===== src/rtl/melody_player.sv =====
// melody_player: plays a fixed 16-entry song ROM on a single speaker output.
//
// Ports:
//   CLK          system clock
//   RESET_N      asynchronous active-low reset
//   PLAY         start request (ignored while BUSY or when STOP is high)
//   STOP         stop request, returns to idle from any state
//   NOTE_CLK     eight note square waves, bit0 = C4 .. bit7 = C5
//   QUARTER_BEAT tempo square wave, every toggle is one beat
//   SPEAKER      registered audio output
//   NOTE_IDX     current song ROM index
//   NOTE_CODE    current note code, 0 = rest, 1..8 selects NOTE_CLK[0..7]
//   BUSY         high while armed or playing
//   DONE         one-cycle pulse when the song ends without looping
module melody_player #(
  parameter int unsigned GAP_CYCLES = 1000000,
  parameter bit          LOOP       = 1'b0
) (
  input  logic       CLK,
  input  logic       RESET_N,
  input  logic       PLAY,
  input  logic       STOP,
  input  logic [7:0] NOTE_CLK,
  input  logic       QUARTER_BEAT,
  output logic       SPEAKER,
  output logic [3:0] NOTE_IDX,
  output logic [3:0] NOTE_CODE,
  output logic       BUSY,
  output logic       DONE
);

  localparam int unsigned GapW = (GAP_CYCLES > 0) ? $clog2(GAP_CYCLES + 1) : 1;
  localparam logic [GapW-1:0] GapLast = GapW'(GAP_CYCLES - 1);

  typedef enum logic [1:0] {StIdle, StArm, StGap, StSound} state_e;

  // Entry layout: {code[3:0], dur[1:0]}, note length is dur+1 beats.
  function automatic logic [5:0] rom_entry(input logic [3:0] idx);
    logic [5:0] e;
    case (idx)
      4'd0:    e = {4'd1, 2'd0};
      4'd1:    e = {4'd1, 2'd0};
      4'd2:    e = {4'd5, 2'd0};
      4'd3:    e = {4'd5, 2'd0};
      4'd4:    e = {4'd6, 2'd0};
      4'd5:    e = {4'd6, 2'd0};
      4'd6:    e = {4'd5, 2'd1};
      4'd7:    e = {4'd4, 2'd0};
      4'd8:    e = {4'd4, 2'd0};
      4'd9:    e = {4'd3, 2'd0};
      4'd10:   e = {4'd3, 2'd0};
      4'd11:   e = {4'd2, 2'd0};
      4'd12:   e = {4'd2, 2'd0};
      4'd13:   e = {4'd1, 2'd1};
      4'd14:   e = {4'd0, 2'd0};
      4'd15:   e = {4'd8, 2'd3};
      default: e = '0;
    endcase
    return e;
  endfunction

  state_e          state_q, state_d;
  logic [3:0]      idx_q, idx_d;
  logic [3:0]      code_q, code_d;
  logic [2:0]      beats_q, beats_d;
  logic [GapW-1:0] gap_q, gap_d;
  logic            qb_q;
  logic            spk_q, spk_d;
  logic            done_q, done_d;

  logic       beat_ev;
  logic       note_end;
  logic [3:0] next_idx;
  logic [5:0] entry0;
  logic [5:0] entry_n;
  logic [3:0] code_sel;

  assign beat_ev  = QUARTER_BEAT ^ qb_q;
  assign note_end = beat_ev && (beats_q == 3'd1);
  assign next_idx = (idx_q == 4'd15) ? 4'd0 : idx_q + 4'd1;
  assign entry0   = rom_entry(4'd0);
  assign entry_n  = rom_entry(next_idx);
  assign code_sel = code_q - 4'd1;

  always_comb begin
    state_d = state_q;
    idx_d   = idx_q;
    code_d  = code_q;
    beats_d = beats_q;
    gap_d   = gap_q;
    done_d  = 1'b0;
    spk_d   = 1'b0;

    if (STOP) begin
      state_d = StIdle;
      code_d  = '0;
    end else begin
      case (state_q)
        StIdle: begin
          if (PLAY) begin
            state_d = StArm;
            idx_d   = '0;
          end
        end
        StArm: begin
          if (beat_ev) begin
            state_d = StGap;
            code_d  = entry0[5:2];
            beats_d = {1'b0, entry0[1:0]} + 3'd1;
            gap_d   = '0;
          end
        end
        StGap, StSound: begin
          if (state_q == StGap) begin
            gap_d = gap_q + GapW'(1);
            if (gap_q == GapLast) state_d = StSound;
          end
          // A note end overrides the gap-to-sound step, so a note shorter
          // than the gap stays muted for its whole length.
          if (note_end) begin
            if ((idx_q != 4'd15) || LOOP) begin
              state_d = StGap;
              idx_d   = next_idx;
              code_d  = entry_n[5:2];
              beats_d = {1'b0, entry_n[1:0]} + 3'd1;
              gap_d   = '0;
            end else begin
              state_d = StIdle;
              code_d  = '0;
              done_d  = 1'b1;
            end
          end else if (beat_ev) begin
            beats_d = beats_q - 3'd1;
          end
        end
        default: state_d = StIdle;
      endcase
    end

    // Only drive the tone while remaining in SOUND, so a stop or note change
    // silences the speaker on the very next cycle.
    if ((state_q == StSound) && (state_d == StSound) && (code_q != 4'd0)) begin
      spk_d = NOTE_CLK[code_sel[2:0]];
    end
  end

  always_ff @(posedge CLK or negedge RESET_N) begin
    if (!RESET_N) begin
      state_q <= StIdle;
      idx_q   <= '0;
      code_q  <= '0;
      beats_q <= '0;
      gap_q   <= '0;
      qb_q    <= 1'b0;
      spk_q   <= 1'b0;
      done_q  <= 1'b0;
    end else begin
      state_q <= state_d;
      idx_q   <= idx_d;
      code_q  <= code_d;
      beats_q <= beats_d;
      gap_q   <= gap_d;
      qb_q    <= QUARTER_BEAT;
      spk_q   <= spk_d;
      done_q  <= done_d;
    end
  end

  assign SPEAKER   = spk_q;
  assign NOTE_IDX  = idx_q;
  assign NOTE_CODE = code_q;
  assign BUSY      = (state_q != StIdle);
  assign DONE      = done_q;

endmodule


===== config.mk =====
export PLATFORM = sky130hd
export DESIGN_NAME = melody_player
export DESIGN_NICKNAME = d
export VERILOG_FILES = /design/src/rtl/melody_player.sv
export SDC_FILE = /design/constraint.sdc
export NUM_CORES = 1
export LEC_CHECK = 0
export BUFFER_PORTS_ARGS = -buffer_cell sky130_fd_sc_hd__buf_2
export CAP_MARGIN = 15
export CORE_MARGIN = 4
export CORE_UTILIZATION = 53
export CTS_CLUSTER_DIAMETER = 50
export DETAILED_ROUTE_END_ITERATION = 7
export PLACE_DENSITY = 0.74
export SETUP_SLACK_MARGIN = 0.15
export SKIP_CTS_REPAIR_TIMING = 1
export SYNTH_ARGS = -nofsm -noshare
export SYNTH_HDL_FRONTEND = slang
export SYNTH_SLANG_ARGS = --single-unit

===== constraint.sdc =====
create_clock -name CLK -period 2.5 [get_ports CLK]
set_input_delay 0.125 -clock CLK [delete_from_list [all_inputs] [get_ports CLK]]
set_output_delay 0.125 -clock CLK [all_outputs]
set_load 0.1 [all_outputs]

==> flow_summary.toml <==
[setup_path]
worstReg2RegEnd = "gap_q[14]"
cp-endpoint = "gap_q[14]"
cp.arrival_ns = 2.46
max_stage_delay_ns = 0.57
crit_buf_inv = 0
setup.worst_path.class = "reg2reg"
critPathCaptureType = "flip-flop"
path_cells = "or3b_1, or4_1, or4_1, a21oi_1"
cp_slowest_cell = "or4_1"
path_depth = 4
cp_max_fo = 8
critical_path.top_delay_family = "simple AND/OR/NAND/NOR gates"
crit_start = "state_q[0]"
crit_top_cell = "or4_1"
crit_required_ns = 2.72
r2r_start = "state_q[0]"
start_kind = "flip-flop"
ff2ff_path_depth = 4
r2r_setup_slack_ns = 0.26

[global_routing]
grtUsageTotal_pct = 21.3
overflow = 0
grt_pass1_vias = 1901
grt_pass1_wl_um = 8990
antenna_found_initial = 0
grt_start_max_net_pins = 37

[final_layout]
nets = 305
postLayoutCoreUtil_pct = 64.4
fin_area_um2 = 2630
area_growth_pct = 14.4
final_cell_mix = "dfrtp_1, nor2_1, buf_2"
drive_gt1_share_pct = 17.4
n_antenna_cell = 0
layout.cells.non_filler = 332
final_common_cell = "dfrtp_1"

[yosys]
synth_cell_type_count = 48
synth-seq-area-share_pct = 39.2
ys.flop_type = "dfrtp_1"
ys_ff_latch = 36
syn_area_per_cell_um2 = 8.99
synth_edf_count = 0
ys_warn_count = 0
synth_fp_nets = 280
async_reset_ff_share_pct = 100
syn_area_um2 = 2300
syn_inst = 256

[placement]
numPortBuffers = 23
pre_cts_ws_ns = 0.277
place_area_um2 = 2480
hpwl_um = 3660
dp_cells = 321
gp_congestion = 0.885

[floorplan]
start_util_pct = 56.3
die_h_um = 73.9
die_area_um2 = 5460
io-pin-count = 24
rows = 23
die_x_um = 73.9
coreArea_um2 = 4090

[min_path]
hp-start = "STOP"
min_path_type = "in2reg"

[power]
p_leak_nw = 1.10
combPwrFrac_pct = 25.0
cellPowerDensity_nw_per_um2 = 602
swShare_pct = 33.6
p_int_mw = 1.05
switching_power_uw = 531
pwr-share-seq_pct = 42.2
power.share.clock_pct = 32.8
power_mw = 1.58
ir_drop_mv = 0.366

[route]
drt_iter0_drc = 120
viasPerCell = 6.03
wl_per_cell_um = 15.6
vias = 2002
postRouteWirelength_um = 5180
drc = 0
final_antenna_net_count = 0
dr.pass1.iters = 4

[clock_tree]
htreeDepth = 2
cts_tree = "yes"
cts_root_buf = "clkbuf_8"
clkTransAtPathRegs_ns = 0.08
clock_sinks = 36
clk_latency_ns = 0.30
numCtsBuffers = 5
clockBufferDepth = 2

[sta]
worst_pin_slew_ns = 0.817
setup_ws_ns = 0.259
holdWs_ns = 0.196
rsz0062_at_grt = "no"
finalMaxSlewViolations = 0
period_needed_ns = 2.24
setup_tns_ns = 0
max_freq_mhz = 446
fin_skew_ns = 0.00814
final-setup-viol-count = 0
finalHoldViolations = 0
slew_headroom_pct = 45.5
post-route-period-util_pct = 89.6

[status]
status = "complete, no violations"

[flow_run]
cap_viol_max_count = 0
[layout make-up]
class / count / area (um^2)
inverter: 10 / 37.5
clock inverter: 2 / 35.0
fill: 344 / 1460
timing repair buffer: 30 / 173
sequential: 36 / 911
multi-input combinational: 198 / 1340
tap: 50 / 62.6
clock buffer: 6 / 72.6
[synth_stat cells, types with 2 or more instances]
master,n,area [um^2]
a211oi_1,2,15.0
a21oi_1,16,80.1
a32o_1,2,20.0
and3_1,2,12.5
and3b_1,2,17.5
and4_1,3,26.3
buf_2,3,15.0
clkbuf_1,8,30.0
dfrtp_1,36,901
ha_1,11,138
inv_1,10,37.5
mux2_2,3,33.8
mux4_2,2,45.0
nand2_1,19,71.3
nand2b_1,7,43.8
nand3_1,16,80.1
nand4_1,6,37.5
nand4b_1,2,17.5
nor2_1,24,90.1
nor2b_1,2,12.5
nor3_1,6,30.0
nor4_1,8,50.1
o2111ai_1,3,26.3
o21ai_0,10,50.1
o31ai_1,6,45.0
or3_1,5,31.3
or4_1,7,52.6
xnor2_1,12,105
xor2_1,4,35.0
[worst min-delay path by stage]
stage	to	cells past startpoint
final	NOTE_CODE[3]	2
after global routing	NOTE_CODE[3]	2
after CTS	gap_q[12]	1
after detailed placement	gap_q[12]	1
after global placement	gap_q[12]	1
after floorplan	DONE	0
[flip-flops by register name, summed over array words and instances (netlist names)]
| signal | cells |
|---|---|
| NOTE_IDX | 4 |
| qb_q | 1 |
| beats_q | 3 |
| NOTE_CODE | 4 |
| gap_q | 20 |
| DONE | 1 |
| SPEAKER | 1 |
| state_q | 2 |
[power groups by stage]
stage                     clock [mW]  sequential, mW  combinational (mW)
after floorplan                    0           0.725               0.241
after global placement             0           0.676               0.382
after detailed placement           0           0.679               0.385
after CTS                      0.523           0.667               0.389
after global routing           0.553           0.675               0.436
final                          0.519           0.668               0.396
[layer usage]
layer	part of all wire, %	up-vias	track usage (%)
met5	0	-	0
met4	1.3	0	6.64
met3	4.7	7	3.83
met2	45	52	31.4
met1	49	950	31.5
li1	-	993	-
[cells by family after synthesis]
family	share of synthesized area, %
adders and majority gates	5.98
muxes	3.43
and+or+nand+nor	27.0
DFF	39.2
buffers and inverters	3.75
AOI/OAI and AO/OA	14.6
xor gates and xnor gates	6.09
Note: power is estimated with default switching activity, not from simulation.
